<file path="src/rtl/display_pkg.sv">
// rtl/display_pkg.sv - shared types, constants and LZB helper for the display scan controller
package display_pkg;

    typedef enum logic [1:0] {
        IDLE  = 2'd0,
        BLANK = 2'd1,
        ON    = 2'd2
    } scan_state_t;

    localparam int MAX_DIGITS = 4;
    localparam logic [MAX_DIGITS-1:0] COM_OFF = '1;

    // A digit is blanked when it and every digit above it are zero; digit 0 always shows.
    function automatic logic [MAX_DIGITS-1:0] lzb_mask(
        input logic [4*MAX_DIGITS-1:0] data,
        input int                      n_digits,
        input logic                    lzb
    );
        logic [MAX_DIGITS-1:0] mask;
        logic                  zeros_above;
        mask        = '0;
        zeros_above = lzb;
        for (int i = MAX_DIGITS - 1; i >= 1; i--) begin
            if (i < n_digits) begin
                if (zeros_above && (data[4*i +: 4] == 4'd0)) begin
                    mask[i] = 1'b1;
                end else begin
                    zeros_above = 1'b0;
                end
            end
        end
        return mask;
    endfunction

endpackage

</file>
<file path="src/rtl/display_scan_ctrl_if.sv">
// rtl/display_scan_ctrl_if.sv - digit data in, scan drive out, for the display scan controller
interface display_scan_ctrl_if #(
    parameter int N_DIGITS = 3
);
    logic                  EN;
    logic [4*N_DIGITS-1:0] DATA;
    logic                  LZB;
    logic [3:0]            DIGIT_BCD;
    logic [N_DIGITS-1:0]   COM;
    logic                  FRAME_TICK;

    modport master (
        output EN, DATA, LZB,
        input  DIGIT_BCD, COM, FRAME_TICK
    );

    modport slave (
        input  EN, DATA, LZB,
        output DIGIT_BCD, COM, FRAME_TICK
    );
endinterface

</file>
<file path="src/rtl/scan_slot_timer.sv">
// rtl/scan_slot_timer.sv - per-digit slot counter with end-of-blank and end-of-slot flags
module scan_slot_timer #(
    parameter int SLOT_CYCLES  = 50000,
    parameter int BLANK_CYCLES = 64,
    parameter int CNT_W        = 16
) (
    input  logic CLK,
    input  logic RST,
    input  logic clear,
    output logic blank_done,
    output logic slot_end
);
    localparam logic [CNT_W-1:0] BLANK_LAST = CNT_W'(BLANK_CYCLES - 1);
    localparam logic [CNT_W-1:0] SLOT_LAST  = CNT_W'(SLOT_CYCLES - 1);

    logic [CNT_W-1:0] cnt;

    always_ff @(posedge CLK or posedge RST) begin
        if (RST) begin
            cnt <= '0;
        end else if (clear || slot_end) begin
            cnt <= '0;
        end else begin
            cnt <= cnt + CNT_W'(1);
        end
    end

    // Both flags mark the final cycle of their phase so the FSM switches on that edge.
    assign blank_done = (cnt == BLANK_LAST);
    assign slot_end   = (cnt == SLOT_LAST);

endmodule

</file>
<file path="src/rtl/display_scan_ctrl.sv">
// rtl/display_scan_ctrl.sv - multiplexed 7-segment scan scheduler with snapshot and leading-zero blanking
module display_scan_ctrl
    import display_pkg::*;
#(
    parameter int N_DIGITS     = 3,
    parameter int SLOT_CYCLES  = 50000,
    parameter int BLANK_CYCLES = 64,
    parameter int CNT_W        = 16
) (
    input  logic                CLK,
    input  logic                RST,
    display_scan_ctrl_if.slave  bus
);
    localparam int IDX_W = (N_DIGITS > 2) ? 2 : 1;
    localparam logic [IDX_W-1:0] IDX_LAST = IDX_W'(N_DIGITS - 1);
    localparam logic [N_DIGITS-1:0] COM_IDLE = COM_OFF[N_DIGITS-1:0];

    scan_state_t           state;
    logic [IDX_W-1:0]      idx;
    logic [IDX_W-1:0]      idx_next;
    logic [4*N_DIGITS-1:0] snapshot;
    logic [N_DIGITS-1:0]   blank_mask;
    logic [4*MAX_DIGITS-1:0] data_ext;
    logic [N_DIGITS-1:0]   com_lit;
    logic [3:0]            next_bcd;
    logic                  timer_clear;
    logic                  blank_done;
    logic                  slot_end;

    // The counter sits at zero while idle so the first BLANK cycle is cnt 0.
    assign timer_clear = (state == IDLE) || !bus.EN;

    scan_slot_timer #(
        .SLOT_CYCLES  (SLOT_CYCLES),
        .BLANK_CYCLES (BLANK_CYCLES),
        .CNT_W        (CNT_W)
    ) u_timer (
        .CLK        (CLK),
        .RST        (RST),
        .clear      (timer_clear),
        .blank_done (blank_done),
        .slot_end   (slot_end)
    );

    always_comb begin
        data_ext                 = '0;
        data_ext[4*N_DIGITS-1:0] = bus.DATA;
        idx_next                 = (idx == IDX_LAST) ? '0 : idx + IDX_W'(1);
        next_bcd                 = snapshot[{idx_next, 2'b00} +: 4];
        com_lit                  = ~(N_DIGITS'(1) << idx);
    end

    always_ff @(posedge CLK or posedge RST) begin
        if (RST) begin
            state          <= IDLE;
            idx            <= '0;
            snapshot       <= '0;
            blank_mask     <= '0;
            bus.DIGIT_BCD  <= 4'd0;
            bus.COM        <= COM_IDLE;
            bus.FRAME_TICK <= 1'b0;
        end else if (!bus.EN) begin
            state          <= IDLE;
            idx            <= '0;
            bus.COM        <= COM_IDLE;
            bus.FRAME_TICK <= 1'b0;
        end else begin
            case (state)
                IDLE: begin
                    state          <= BLANK;
                    idx            <= '0;
                    snapshot       <= bus.DATA;
                    blank_mask     <= N_DIGITS'(lzb_mask(data_ext, N_DIGITS, bus.LZB));
                    bus.DIGIT_BCD  <= bus.DATA[3:0];
                    bus.COM        <= COM_IDLE;
                    bus.FRAME_TICK <= 1'b1;
                end
                BLANK: begin
                    bus.FRAME_TICK <= 1'b0;
                    if (blank_done) begin
                        state   <= ON;
                        bus.COM <= blank_mask[idx] ? COM_IDLE : com_lit;
                    end
                end
                ON: begin
                    bus.FRAME_TICK <= 1'b0;
                    if (slot_end) begin
                        state   <= BLANK;
                        idx     <= idx_next;
                        bus.COM <= COM_IDLE;
                        // Wrapping to digit 0 starts a frame: take a fresh, tear-free copy of DATA.
                        if (idx_next == '0) begin
                            snapshot       <= bus.DATA;
                            blank_mask     <= N_DIGITS'(lzb_mask(data_ext, N_DIGITS, bus.LZB));
                            bus.DIGIT_BCD  <= bus.DATA[3:0];
                            bus.FRAME_TICK <= 1'b1;
                        end else begin
                            bus.DIGIT_BCD  <= next_bcd;
                        end
                    end
                end
                default: begin
                    state   <= IDLE;
                    bus.COM <= COM_IDLE;
                end
            endcase
        end
    end

endmodule

</file>
<file path="src/flat_wrapper.sv">
// flat-port wrapper written by rule: the top's interface ports become plain ports
module display_scan_ctrl_flat import display_pkg::*;
#(
    parameter int N_DIGITS     = 3,
    parameter int SLOT_CYCLES  = 50000,
    parameter int BLANK_CYCLES = 64,
    parameter int CNT_W        = 16
)
  (CLK, RST, bus_EN, bus_DATA, bus_LZB, bus_DIGIT_BCD, bus_COM, bus_FRAME_TICK);
  display_scan_ctrl_if #(.N_DIGITS(N_DIGITS)) bus_i ();
  input  logic CLK;
  input  logic RST;
  input wire logic [$bits(bus_i.EN)-1:0] bus_EN;
  input wire logic [$bits(bus_i.DATA)-1:0] bus_DATA;
  input wire logic [$bits(bus_i.LZB)-1:0] bus_LZB;
  output wire logic [$bits(bus_i.DIGIT_BCD)-1:0] bus_DIGIT_BCD;
  output wire logic [$bits(bus_i.COM)-1:0] bus_COM;
  output wire logic [$bits(bus_i.FRAME_TICK)-1:0] bus_FRAME_TICK;
  assign bus_i.EN = bus_EN;
  assign bus_i.DATA = bus_DATA;
  assign bus_i.LZB = bus_LZB;
  assign bus_DIGIT_BCD = bus_i.DIGIT_BCD;
  assign bus_COM = bus_i.COM;
  assign bus_FRAME_TICK = bus_i.FRAME_TICK;
  display_scan_ctrl #(.N_DIGITS(N_DIGITS), .SLOT_CYCLES(SLOT_CYCLES), .BLANK_CYCLES(BLANK_CYCLES), .CNT_W(CNT_W)) u_core (.CLK(CLK), .RST(RST), .bus(bus_i));
endmodule
</file>
<file path="config.mk">
export PLATFORM = sky130hd
export DESIGN_NAME = display_scan_ctrl_flat
export DESIGN_NICKNAME = d
export VERILOG_FILES = /design/src/rtl/display_pkg.sv /design/src/rtl/display_scan_ctrl_if.sv /design/src/rtl/scan_slot_timer.sv /design/src/rtl/display_scan_ctrl.sv /design/src/flat_wrapper.sv
export SDC_FILE = /design/constraint.sdc
export NUM_CORES = 1
export LEC_CHECK = 0
export CELL_PAD_IN_SITES_DETAIL_PLACEMENT = 2
export CELL_PAD_IN_SITES_GLOBAL_PLACEMENT = 2
export CORE_UTILIZATION = 39
export DETAILED_ROUTE_END_ITERATION = 8
export PLACE_DENSITY = 0.89
export REMOVE_ABC_BUFFERS = 1
export SLEW_MARGIN = 5
export SYNTH_ARGS = -nofsm -noshare
export SYNTH_HDL_FRONTEND = slang
export SYNTH_HIERARCHICAL = 1
export SYNTH_SLANG_ARGS = --single-unit
export TNS_END_PERCENT = 10
</file>
<file path="constraint.sdc">
create_clock -name CLK -period 7.8 [get_ports CLK]
set_input_delay 1.17 -clock CLK [delete_from_list [all_inputs] [get_ports CLK]]
set_output_delay 1.17 -clock CLK [all_outputs]
set_load 0.02 [all_outputs]
</file>
==> results.json <==
{
  "final_cell_mix": "35 x dfrtp_1, 23 x clkdlybuf4s50_1, 21 x nor2_1, 12 x mux2_1, 11 x mux2_2",
  "gp_congestion": 0.726,
  "fin_crit_sh_pct": 39.2,
  "hold_viol": 0,
  "ir_worst_vdd_v": 0.000117,
  "tightest_slew_ns": 0.899,
  "p_int_mw": 0.307,
  "synth.distinct_cells": 42,
  "die_height_um": 71.9,
  "nNetsFinal": 211,
  "drc": 0,
  "period_needed_ns": 3.06,
  "route.vias.total": 1410,
  "power_switching_mw": 0.114,
  "rsz0062_at_grt": "false",
  "synth-edff-count": 0,
  "finalSetupViolations": 0,
  "antenna_found_initial": 0,
  "grt-ovfl-total": 0,
  "cap_violations": 0,
  "leakagePower_nw": 0.879,
  "netlist.area_leader.share_pct": 46.0,
  "io_buffers": 23,
  "synth_flop_cell": "dfrtp_1",
  "seq_power_share_pct": 53.7,
  "clockRootBuffer": "clkbuf_8",
  "wl_met2_mm": 2.97,
  "ant_nets": 0,
  "die_w_um": 71.9,
  "io_pins": 24,
  "dr.pass1.iters": 4,
  "grt_pass1_wl_mm": 8.61,
  "multi_input_area_um2": 900,
  "pwr-share-clk_pct": 30.6,
  "drtIter0Drc": 60,
  "start_kind": "flop",
  "setup_slack_ns": 4.74,
  "synth_top_area_cell": "dfrtp_1",
  "critPathKind": "reg2reg",
  "cts_tree": "yes",
  "cp_max_fo": 7,
  "layout-drive-gt1-share_pct": 13.9,
  "std_cell_rows": 25,
  "dieArea_um2": 5170,
  "slew_viol_final": 0,
  "syn_avg_cell_area_um2": 11.3,
  "wl_met1_mm": 1.89,
  "powerDensity_nw_per_um2": 186,
  "synthCells": 169,
  "slew_headroom_pct": 39.5,
  "synth.cell_area_um2": 1910,
  "wl_per_cell_um": 19.5,
  "clock_skew_ns": 0.00876,
  "viasPerCell": 5.40,
  "grt_use_total_pct": 22.7,
  "initial_core_util_pct": 40.3,
  "ys_ff_latch": 38,
  "fmax_mhz": 327,
  "holdWs_ns": 0.505,
  "swShare_pct": 27.2,
  "clock-sinks": 38,
  "synth_warnings": 6,
  "core_area_um2": 4720,
  "routed.top_layer": "met4",
  "final_common_cell": "dfrtp_1",
  "arrival_ns": 3.28,
  "insertion_delay_ns": 0.30,
  "grt_pass1_vias": 1641,
  "synthToLayoutAreaGrowth_pct": 18.9,
  "yosysSeqAreaShare_pct": 50.1,
  "drt_wl_total_mm": 5.09,
  "end_kind": "flop",
  "htreeDepth": 2,
  "pwr-share-comb_pct": 15.6,
  "cts_setup_buffers": 0,
  "hp-class": "reg2reg",
  "path_clk_slew_ns": 0.08,
  "cts_buffers": 5,
  "synth_area_leaders": "dfrtp_1 46%, mux2_1 7.1%, mux2_2 6.5%",
  "holdBufCountCts": 0,
  "nFillCells": 493,
  "cts_resized": 0,
  "status": "complete, no violations",
  "pre_cts_slack_ns": 4.74,
  "synthArstFlopShare_pct": 100,
  "n_antenna_cell": 0,
  "cts.path.max_buffers": 2,
  "route.met3.wl_um": 118,
  "grt_max_degree": 23,
  "dp_hpwl_mm": 3.87,
  "crit_required_ns": 8.02,
  "tns_ns": 0,
  "seq_area_um2": 955
}
state kept, by name, indices dropped and copies added, names as in the netlist:
| signal | count |
|---|---|
| u_core/bus.FRAME_TICK | 1 |
| u_core/blank_mask | 2 |
| u_core/state | 2 |
| u_core/u_timer/cnt | 16 |
| u_core/snapshot | 8 |
| u_core/bus.DIGIT_BCD | 4 |
| u_core/idx | 2 |
| u_core/bus.COM | 3 |
area by class of cell:
class	count	share of cell area [%]
repair buffers	23	10.2
flip-flops and latches	38	42.1
clock inverters	2	0.442
multi-input cells	121	39.7
well taps	67	3.70
inverters	5	0.828
clock buffers	5	3.04
worst max-delay path, stage by stage (launching register included):
cell and delay [ns]:
dfrtp_1 0.42, ha_1 0.22, nand3_1 0.27, or3_4 0.49, nor4_1 0.78, nor3b_1 0.11, o21ai_1 0.30, mux2_2 0.38
final timing paths:
path | start | end | slack [ns] | cells past startpoint
worst max-delay path | u_core/u_timer/cnt[0] | u_core/bus.COM[2] | 4.74 | 7
worst min-delay path | u_core/snapshot[11] | u_core/snapshot[11] | 0.50 | 1
worst max register to register | u_core/u_timer/cnt[0] | u_core/bus.COM[2] | 4.74 | 7
worst min register to register | u_core/snapshot[11] | u_core/snapshot[11] | 0.50 | 1
max in group asynchronous | RST | u_core/state[1] | 5.88 | 2
min in group asynchronous | RST | u_core/u_timer/cnt[13] | 1.29 | 2
power groups by stage:
stage	Combinational, mW	Sequential [mW]	Clock (mW)
after floorplan	0.0302	0.232	0
after global placement	0.0611	0.227	0
after detailed placement	0.0664	0.230	0
after CTS	0.0671	0.227	0.134
after global routing	0.0712	0.228	0.141
final	0.0659	0.227	0.129
cells in the mapped netlist (2+ instances only):
cell / count
dfrtp_1: 35
nor2_1: 21
mux2_1: 12
mux2_2: 11
xnor2_1: 10
nand2_1: 7
inv_1: 5
nand3_1: 5
nand4_1: 5
nor3_1: 5
nor4_1: 4
o21ai_0: 4
xor2_1: 4
a21boi_1: 3
dfstp_2: 3
or4_1: 3
buf_2: 2
nand2b_1: 2
nor2b_1: 2
nor3b_1: 2
o21ai_1: 2
or4b_1: 2
cell families after synthesis:
kind of cell,Yosys count,share of synthesized area [%]
buffers and inverters,10,2.69
flip-flops,38,50.1
adder cells (fa/ha/maj),1,0.656
AO/OA/AOI/OAI,14,5.38
multiplexers,23,13.6
XOR/XNOR,14,6.43
AND/OR/NAND/NOR,69,21.1
stage by stage:
step	utilization [%]	total power, mW	cell area [um2]	std cells
2_1_floorplan	-	0.262	1870	164
3_3_place_gp	46.3	0.288	2190	254
3_5_place_dp	46.3	0.297	2190	254
4_1_cts	48.0	0.428	2270	261
5_1_grt	48.0	0.440	2270	261
6_report	48.0	0.422	2270	261
per-layer routing:
metal,vias to the layer above,global-route usage (%)
met2,21,43.6
li1,648,-
met4,0,8.06
met1,728,24.4
met3,13,4.72
met5,-,0
Note: power is estimated with default switching activity, not from simulation.
